`src/rtl/raster_pkg.sv`:
```
// Shared types and constants for the raster region scanner.
package raster_pkg;

  // Run sequencing states
  typedef enum logic [1:0] {
    IDLE  = 2'd0,
    RUN   = 2'd1,
    DRAIN = 2'd2,
    DONE  = 2'd3
  } scanState_t;

  // Default visible frame size (VGA adapter at 160x120)
  localparam int SCREEN_W_DEF = 160;
  localparam int SCREEN_H_DEF = 120;

  // Colour driven while clearing a region
  localparam logic [2:0] COL_BLACK = 3'b000;

endpackage

```
`src/rtl/pix_delay_line.sv`:
```
// Stallable delay line that keeps pixel coordinates/valid aligned with ROM data.
module pix_delay_line #(
  parameter int DEPTH = 1,
  parameter int DW    = 8
) (
  input  logic          clk,
  input  logic          reset,
  input  logic          en,
  input  logic [DW-1:0] din,
  output logic [DW-1:0] dout
);

  generate
    if (DEPTH == 0) begin : gPass
      // Combinational ROM: no alignment needed
      assign dout = din;
    end else begin : gPipe
      logic [DEPTH-1:0][DW-1:0] stage;

      // Shift one stage per enabled cycle; reset drops all in-flight pixels
      always_ff @(posedge clk or posedge reset) begin
        if (reset) begin
          stage <= '0;
        end else if (en) begin
          stage[0] <= din;
          for (int i = 1; i < DEPTH; i++) stage[i] <= stage[i-1];
        end
      end

      assign dout = stage[DEPTH-1];
    end
  endgenerate

endmodule

```
`src/rtl/raster_region_scanner.sv`:
```
// Sweeps a rectangular screen region row-major, addressing a sprite ROM and
// driving x/y/colour/plot to the VGA adapter with ROM-latency alignment.
module raster_region_scanner
  import raster_pkg::*;
#(
  parameter int X_W      = 8,
  parameter int Y_W      = 7,
  parameter int SCREEN_W = SCREEN_W_DEF,
  parameter int SCREEN_H = SCREEN_H_DEF,
  parameter int ADDR_W   = 15,
  parameter int COL_W    = 3,
  parameter int ROM_LAT  = 1
) (
  input  logic              clk,
  input  logic              reset,
  input  logic              start,
  input  logic              clearMode,
  input  logic              hold,
  input  logic [X_W-1:0]    xOrigin,
  input  logic [Y_W-1:0]    yOrigin,
  input  logic [X_W:0]      width,
  input  logic [Y_W:0]      height,
  input  logic [COL_W-1:0]  colorIn,
  output logic [ADDR_W-1:0] memAddr,
  output logic [X_W-1:0]    x,
  output logic [Y_W-1:0]    y,
  output logic [COL_W-1:0]  color,
  output logic              plot,
  output logic              busy,
  output logic              done
);

  localparam int PW = 1 + (X_W + 1) + (Y_W + 1);
  localparam logic [X_W:0] SCR_W = (X_W+1)'(SCREEN_W);
  localparam logic [Y_W:0] SCR_H = (Y_W+1)'(SCREEN_H);
  localparam logic [1:0]   DRAIN_LAST = 2'(ROM_LAT - 1);

  scanState_t     state;
  logic [X_W-1:0] xOrgR;
  logic [Y_W-1:0] yOrgR;
  logic [X_W:0]   widthR, col;
  logic [Y_W:0]   heightR, row;
  logic           clrR;
  logic [1:0]     drainCnt;

  logic           lastCol, lastRow;
  logic [X_W:0]   absX;
  logic [Y_W:0]   absY;
  logic [PW-1:0]  pipeIn, pipeOut;
  logic           outValid;
  logic [X_W:0]   outX;
  logic [Y_W:0]   outY;

  assign lastCol = (col == widthR - 1'b1);
  assign lastRow = (row == heightR - 1'b1);

  // Absolute coordinates carry one extra bit so off-screen pixels never wrap
  assign absX   = {1'b0, xOrgR} + col;
  assign absY   = {1'b0, yOrgR} + row;
  assign pipeIn = {(state == RUN), absX, absY};

  // Scan sequencer: counters, linear address and run state; hold freezes all
  always_ff @(posedge clk or posedge reset) begin
    if (reset) begin
      state    <= IDLE;
      xOrgR    <= '0;
      yOrgR    <= '0;
      widthR   <= '0;
      heightR  <= '0;
      clrR     <= 1'b0;
      col      <= '0;
      row      <= '0;
      memAddr  <= '0;
      drainCnt <= '0;
    end else if (!hold) begin
      case (state)
        IDLE: begin
          if (start) begin
            xOrgR   <= xOrigin;
            yOrgR   <= yOrigin;
            widthR  <= width;
            heightR <= height;
            clrR    <= clearMode;
            col     <= '0;
            row     <= '0;
            memAddr <= '0;
            state   <= (width == '0 || height == '0) ? DONE : RUN;
          end
        end
        RUN: begin
          if (lastCol) begin
            if (lastRow) begin
              // Counters stop on the final pixel so memAddr tops out at W*H-1
              drainCnt <= '0;
              state    <= (ROM_LAT == 0) ? DONE : DRAIN;
            end else begin
              col     <= '0;
              row     <= row + 1'b1;
              memAddr <= memAddr + 1'b1;
            end
          end else begin
            col     <= col + 1'b1;
            memAddr <= memAddr + 1'b1;
          end
        end
        DRAIN: begin
          if (drainCnt == DRAIN_LAST) state <= DONE;
          else                        drainCnt <= drainCnt + 1'b1;
        end
        default: state <= IDLE;
      endcase
    end
  end

  pix_delay_line #(
    .DEPTH (ROM_LAT),
    .DW    (PW)
  ) uDelay (
    .clk   (clk),
    .reset (reset),
    .en    (!hold),
    .din   (pipeIn),
    .dout  (pipeOut)
  );

  assign {outValid, outX, outY} = pipeOut;

  // Output stage: clip against the visible frame, suppress writes while held
  assign plot  = outValid & ~hold & (outX < SCR_W) & (outY < SCR_H);
  assign x     = outX[X_W-1:0];
  assign y     = outY[Y_W-1:0];
  assign color = (outValid && !clrR) ? colorIn : COL_W'(COL_BLACK);
  assign busy  = (state == RUN) || (state == DRAIN);
  assign done  = (state == DONE);

endmodule
```
`config.mk`:
```
export PLATFORM = sky130hd
export DESIGN_NAME = raster_region_scanner
export DESIGN_NICKNAME = d
export VERILOG_FILES = /design/src/rtl/raster_pkg.sv /design/src/rtl/pix_delay_line.sv /design/src/rtl/raster_region_scanner.sv
export SDC_FILE = /design/constraint.sdc
export NUM_CORES = 1
export LEC_CHECK = 0
export ABC_AREA = 1
export CORE_MARGIN = 1
export CORE_UTILIZATION = 30
export CTS_BUF_LIST = sky130_fd_sc_hd__clkbuf_16
export CTS_CLUSTER_SIZE = 20
export DETAILED_ROUTE_END_ITERATION = 10
export DONT_BUFFER_PORTS = 1
export GPL_TIMING_DRIVEN = 0
export SYNTH_ARGS = -nofsm -noshare
export SYNTH_HDL_FRONTEND = slang
export SYNTH_SLANG_ARGS = --single-unit
```
`constraint.sdc`:
```
create_clock -name clk -period 6.7 [get_ports clk]
set_input_delay 1.34 -clock clk [delete_from_list [all_inputs] [get_ports clk]]
set_output_delay 1.34 -clock clk [all_outputs]
set_load 0.02 [all_outputs]
```
# Word-level counts from Yosys, hierarchy flattened

Cells that the tools add are included.

Add/sub/neg operators: 8
Order comparisons: 2
Eq/ne operators: 12
Mux-type cells: 23
Bitwise operators: 4
Reductions and logical operators: 15

Operator list:

| kind                    | number |
|---|---|
| $mux W15                | 3 |
| $pmux W15 S2            | 1 |
| $mux W9                 | 3 |
| $mux W8                 | 3 |
| $pmux W9 S2             | 1 |
| $mux W2                 | 8 |
| $pmux W8 S2             | 1 |
| $add A15 B1 Y15 const B | 1 |
| $reduce_and A5 Y1       | 3 |
| $ne A2 B2 Y1 const B    | 6 |
| $add A8 B9 Y9           | 1 |
| $add A9 B1 Y9 const B   | 1 |
| $eq A9 B9 Y1            | 1 |
| $logic_not A9 Y1        | 1 |
| $lt A9 B8 Y1 const B    | 1 |
| $sub A9 B1 Y9 const B   | 1 |
| $add A7 B8 Y8           | 1 |
| $add A8 B1 Y8 const B   | 1 |
| $eq A8 B8 Y1            | 1 |
| $logic_not A8 Y1        | 1 |
| $lt A8 B7 Y1 const B    | 1 |
| $sub A8 B1 Y8 const B   | 1 |
| $pmux W2 S3             | 1 |
| $eq A2 B2 Y1 const B    | 2 |
| 14 further kinds        | 19 |

Register bits after elaboration: 87
Bits of input ports: 40
Word-level logic and storage cells: 75

# Depth between registers and ports, before layout

Depth in word-level cells: 5
Mapped depth: 16

# Cells and area by module

From an unflattened synthesis, not the netlist that was laid out.

Cells, all modules: 730
Area total of the unflattened synthesis: 5,516.5 um^2

Modules (own cells, without submodules):

| module                | times used | cells each | area each (um^2) | sequential area each (um^2) |
|---|---|---|---|---|
| raster_region_scanner | 1          | 653        | 4,802.1          | 1,726.7 |
| pix_delay_line        | 1          | 77         | 714.4            | 450.4 |

# Worst setup path after synthesis

Ideal clock, no wire load.

Path kind: input -> output
Start point: input port hold
End point: output port plot
Arrival: 1.989 ns
Path slack: 3.371 ns
Cell stages on the path: 3
Buffers on the path: 1
Cell sequence: buf_4 nor4_1 and3_1

Cells in the longest elaborated chain, start to end: 4

RTL lines:

| item                        | RTL line                     | text |
|---|---|---|
| start: declaration          | raster_region_scanner.sv:18  | `input logic hold,` |
| $not A1 Y1 (no line)        | n/a                          |  |
| $and A1 B1 Y1 (3 in series) | raster_region_scanner.sv:129 | `assign plot = outValid & ~hold & (outX < SCR_W) & (outY < SCR_H);` |
| end: declaration            | raster_region_scanner.sv:28  | `output logic plot,` |

Every way passes these cells.

# Worst setup path in the final report

Same ends and word-level chain as after synthesis.

==> results.rst <==
.. list-table::
   :header-rows: 1

   * - Metric
     - Value
   * - Synthesis Warnings
     - 0
   * - Drt first pass iters
     - 8
   * - Average cell area after synthesis
     - 7.52 um2
   * - CTS clock-pin slew for the worst setup and hold paths
     - 60 ps
   * - Total area of sequential cells
     - 2180 um2
   * - Synthesized netlist cell count
     - 749
   * - Design internal power
     - 1440 uW
   * - Number of antenna violations at the first check in global routing
     - 0
   * - Element type at the critical path start
     - input pin
   * - Maximum frequency from static timing analysis
     - 286 MHz
   * - Post-CTS Hold Buffers
     - 0
   * - Die outline height
     - 139 um
   * - CTS root buffer
     - clkbuf_16
   * - Total non-filler cell area in the finished layout
     - 6260 um2
   * - Count of flip-flops with a built-in enable after synthesis
     - 0
   * - Initial drt markers
     - 275
   * - Num ports
     - 76
   * - Overall die area
     - 19300 um2
   * - Largest incremental delay on the critical path
     - 330 ps
   * - Reported max-cap violation count
     - 0
   * - Drt via density
     - 4.71
   * - DRC Markers
     - 8
   * - Area inside the core boundary
     - 18100 um2
   * - Routed via count
     - 4683
   * - Share of the cycle needed by the critical path after routing
     - 52.2%
   * - Post-detailed-routing wire length
     - 14000 um
   * - Detail Route Antenna Nets
     - 0
   * - Std cell rows
     - 49
   * - Layout-stage area growth over the synthesis result
     - 11.2%
   * - Crit-path cells
     - buf_4, nor4_1, and3_1
   * - Share of layout cells above drive strength 1
     - 10.1%
   * - RSZ-0062 raised after global routing
     - false
   * - FF+latch count, synth
     - 87
   * - Number of buffers inserted by port buffering
     - 0
   * - Count of filler cells inserted in the layout
     - 1931
   * - Fin crit period
     - 3500 ps
   * - Relative slew margins
     - 57.1%
   * - IR Drop Worst-Case VDD
     - 163 uV
   * - Total Routing Usage GR
     - 15.3%
   * - Final hold slack
     - 479 ps
   * - Leakage power
     - 0.00317 uW
   * - Final number of setup-violating endpoints
     - 0
   * - Vias in the first global route
     - 4515
   * - Largest net degree at the start of global routing
     - 59
   * - Required @ worst endpoint
     - 5360 ps
   * - Number of distinct library cell variants in the gate-level netlist after synthesis
     - 38
   * - Power density over the cells
     - 403 nW/um2
   * - Number of sinks on the clock net
     - 87
   * - Floorplan die width
     - 139 um
   * - Post-synthesis async set-or-reset flop share
     - 100%
   * - Clock power share
     - 21.3%
   * - Layout Skew
     - 5.32 ps
   * - Insertion delay to the later sink of the worst-skew pair
     - 340 ps
   * - Diodes inserted
     - 0
   * - Overflow left after global routing
     - 0
   * - Maximum net fanout on the critical path
     - 9
   * - Placed wire-length estimate after detailed placement
     - 10700 um
   * - Routability congestion estimate from global placement
     - 0.858
   * - Sequential share of power
     - 34.0%
   * - CTS tree
     - yes
   * - Post-CTS Setup Repair Bufs
     - 0
   * - Starting density of the core
     - 31.0%
   * - Outcome
     - finished with violations
   * - Net count of the finished layout
     - 828
   * - Gate power share
     - 44.7%
   * - Cells resized by post-CTS repair
     - 0
   * - Final number of max-transition violations
     - 0
   * - First-pass GRT wire length
     - 23300 um
   * - Area of combinational cells with multiple inputs
     - 2880 um2
   * - Worst min-delay path category
     - flip-flop to flip-flop
   * - CTS Buffer Depth
     - 2
   * - Critical setup path kind
     - input pin to output pin
   * - Post-Place Cell Area
     - 5950 um2
   * - Synth Cell Area
     - 5630 um2
   * - Wirelength per Cell
     - 14.1 um
   * - Synthesized Nets
     - 816
   * - Fraction of the yosys area taken by sequential cells
     - 38.7%
   * - Violated checks
     - DRC
   * - Net switching power
     - 1080 uW
   * - H-tree depth
     - 3
   * - Flip-flop cell with the highest count after synthesis
     - dfrtp_1
   * - Worst EP arrival
     - 2160 ps
   * - Cell at the slowest stage of the critical path
     - nor4_1
   * - Net switching fraction of the power
     - 42.8%
   * - Crit. End Element
     - output pin
   * - Final hold violations
     - 0
   * - Total CTS buffers
     - 9
   * - Measured slew at the worst slew-check pin
     - 641 ps
   * - Total Negative Setup Slacks
     - 0 ps
power by group through the flow:
stage	Sequential, uW	Clock [uW]	Combinational [uW]
5_1_grt	887	568	1280
3_3_place_gp	863	0	1110
3_5_place_dp	868	0	1130
6_report	858	536	1130
4_1_cts	859	555	1140
2_1_floorplan	817	0	917
layer usage:
metal,wire length [um],GRT usage (%)
met5,0,0
met1,6760,20.9
met4,144,3.68
met3,1130,4.97
met2,5940,23.5
cells in the mapped netlist, types with 6 or more instances:
library cell	instances	area, um2
nand3_1	56	280
inv_1	92	345
nor2_1	73	274
nand2_2	9	56.3
nand2_1	206	773
o21ai_0	41	205
xnor2_1	11	96.3
mux2_2	15	169
clkbuf_1	11	41.3
xor2_1	20	175
nand4_1	14	87.6
nor3_1	6	30.0
a21oi_1	23	115
buf_4	18	135
dfrtp_1	87	2180
ha_1	25	313
worst max-delay path, delay by kind of cell:
family                 cells  cell delay [ps]
buffers and inverters      1              160
and+or+nand+nor            2              660
path summary, 6_finish.rpt:
path                                 startpoint         endpoint  slack, ps  cells after the start
worst max-delay path                       hold             plot       3200                      3
worst min-delay path            uDelay.dout[10]  uDelay.dout[10]        480                      2
worst max register to register           col[0]  uDelay.dout[14]       4380                     12
worst min register to register  uDelay.dout[10]  uDelay.dout[10]        480                      2
max in group asynchronous                 reset       heightR[6]       5210                      2
min in group asynchronous                 reset   uDelay.dout[6]        870                      1
cell usage in the layout, fill, tap and decap left out, drive strengths merged:
cell and n:
nand2 217, inv 92, dfrtp 87, nor2 75, nand3 58, o21ai 41, ha 25, buf 25
a21oi 23, clkbuf 21, xor2 20, mux2 15, nand4 14, xnor2 11, nor3 6, or2 5
clkinv 5, nor3b 4, a31oi 3, o21bai 2, o221ai 2, nand3b 2, nor4 2, fa 2
bufinv 2, xnor3 1, a21boi 1, o22ai 1, o211ai 1, and3 1, a21o 1
cells by family (layout without fill, tap and decap cells):
| kind of cell | count (synthesis) | after routing | synth area share [%] |
|---|---|---|---|
| buffers and inverters | 129 | 145 | 10.2 |
| XOR/XNOR | 32 | 32 | 5.22 |
| adder cells (fa/ha/maj) | 27 | 27 | 6.27 |
| multiplexers | 15 | 15 | 3.00 |
| AND/OR/NAND/NOR | 384 | 384 | 29.5 |
| flip-flops | 87 | 87 | 38.7 |
| AO/OA/AOI/OAI | 75 | 75 | 7.18 |
state kept, by name (all words and copies together), names as in the netlist:
signal       cells
heightR          8
clrR             1
row              8
col              9
drainCnt         2
widthR           9
yOrgR            7
uDelay.dout     18
xOrgR            8
memAddr         15
state            2
through the flow:
stage | total power [uW] | util [%] | instances | setup slack (ps)
final | 2520 | 34.5 | 994 | 3200
after global routing | 2740 | 34.5 | 994 | 3140
after CTS | 2550 | 34.5 | 994 | 3220
after detailed placement | 2000 | 32.8 | 979 | 3220
after global placement | 1980 | 32.6 | 978 | 1960
after floorplan | 1730 | - | 749 | 3110
final cells by class:
| type | count | share of cell area (%) |
|---|---|---|
| Inverter | 93 | 5.62 |
| Sequential cell | 87 | 34.8 |
| Multi-Input combinational cell | 533 | 46.0 |
| Timing Repair Buffer | 1 | 0.440 |
| Tap cell | 229 | 4.58 |
| Buffer | 36 | 3.58 |
| Clock inverter | 6 | 1.38 |
| Clock buffer | 9 | 3.60 |
Power figures use the tool's default switching activity.
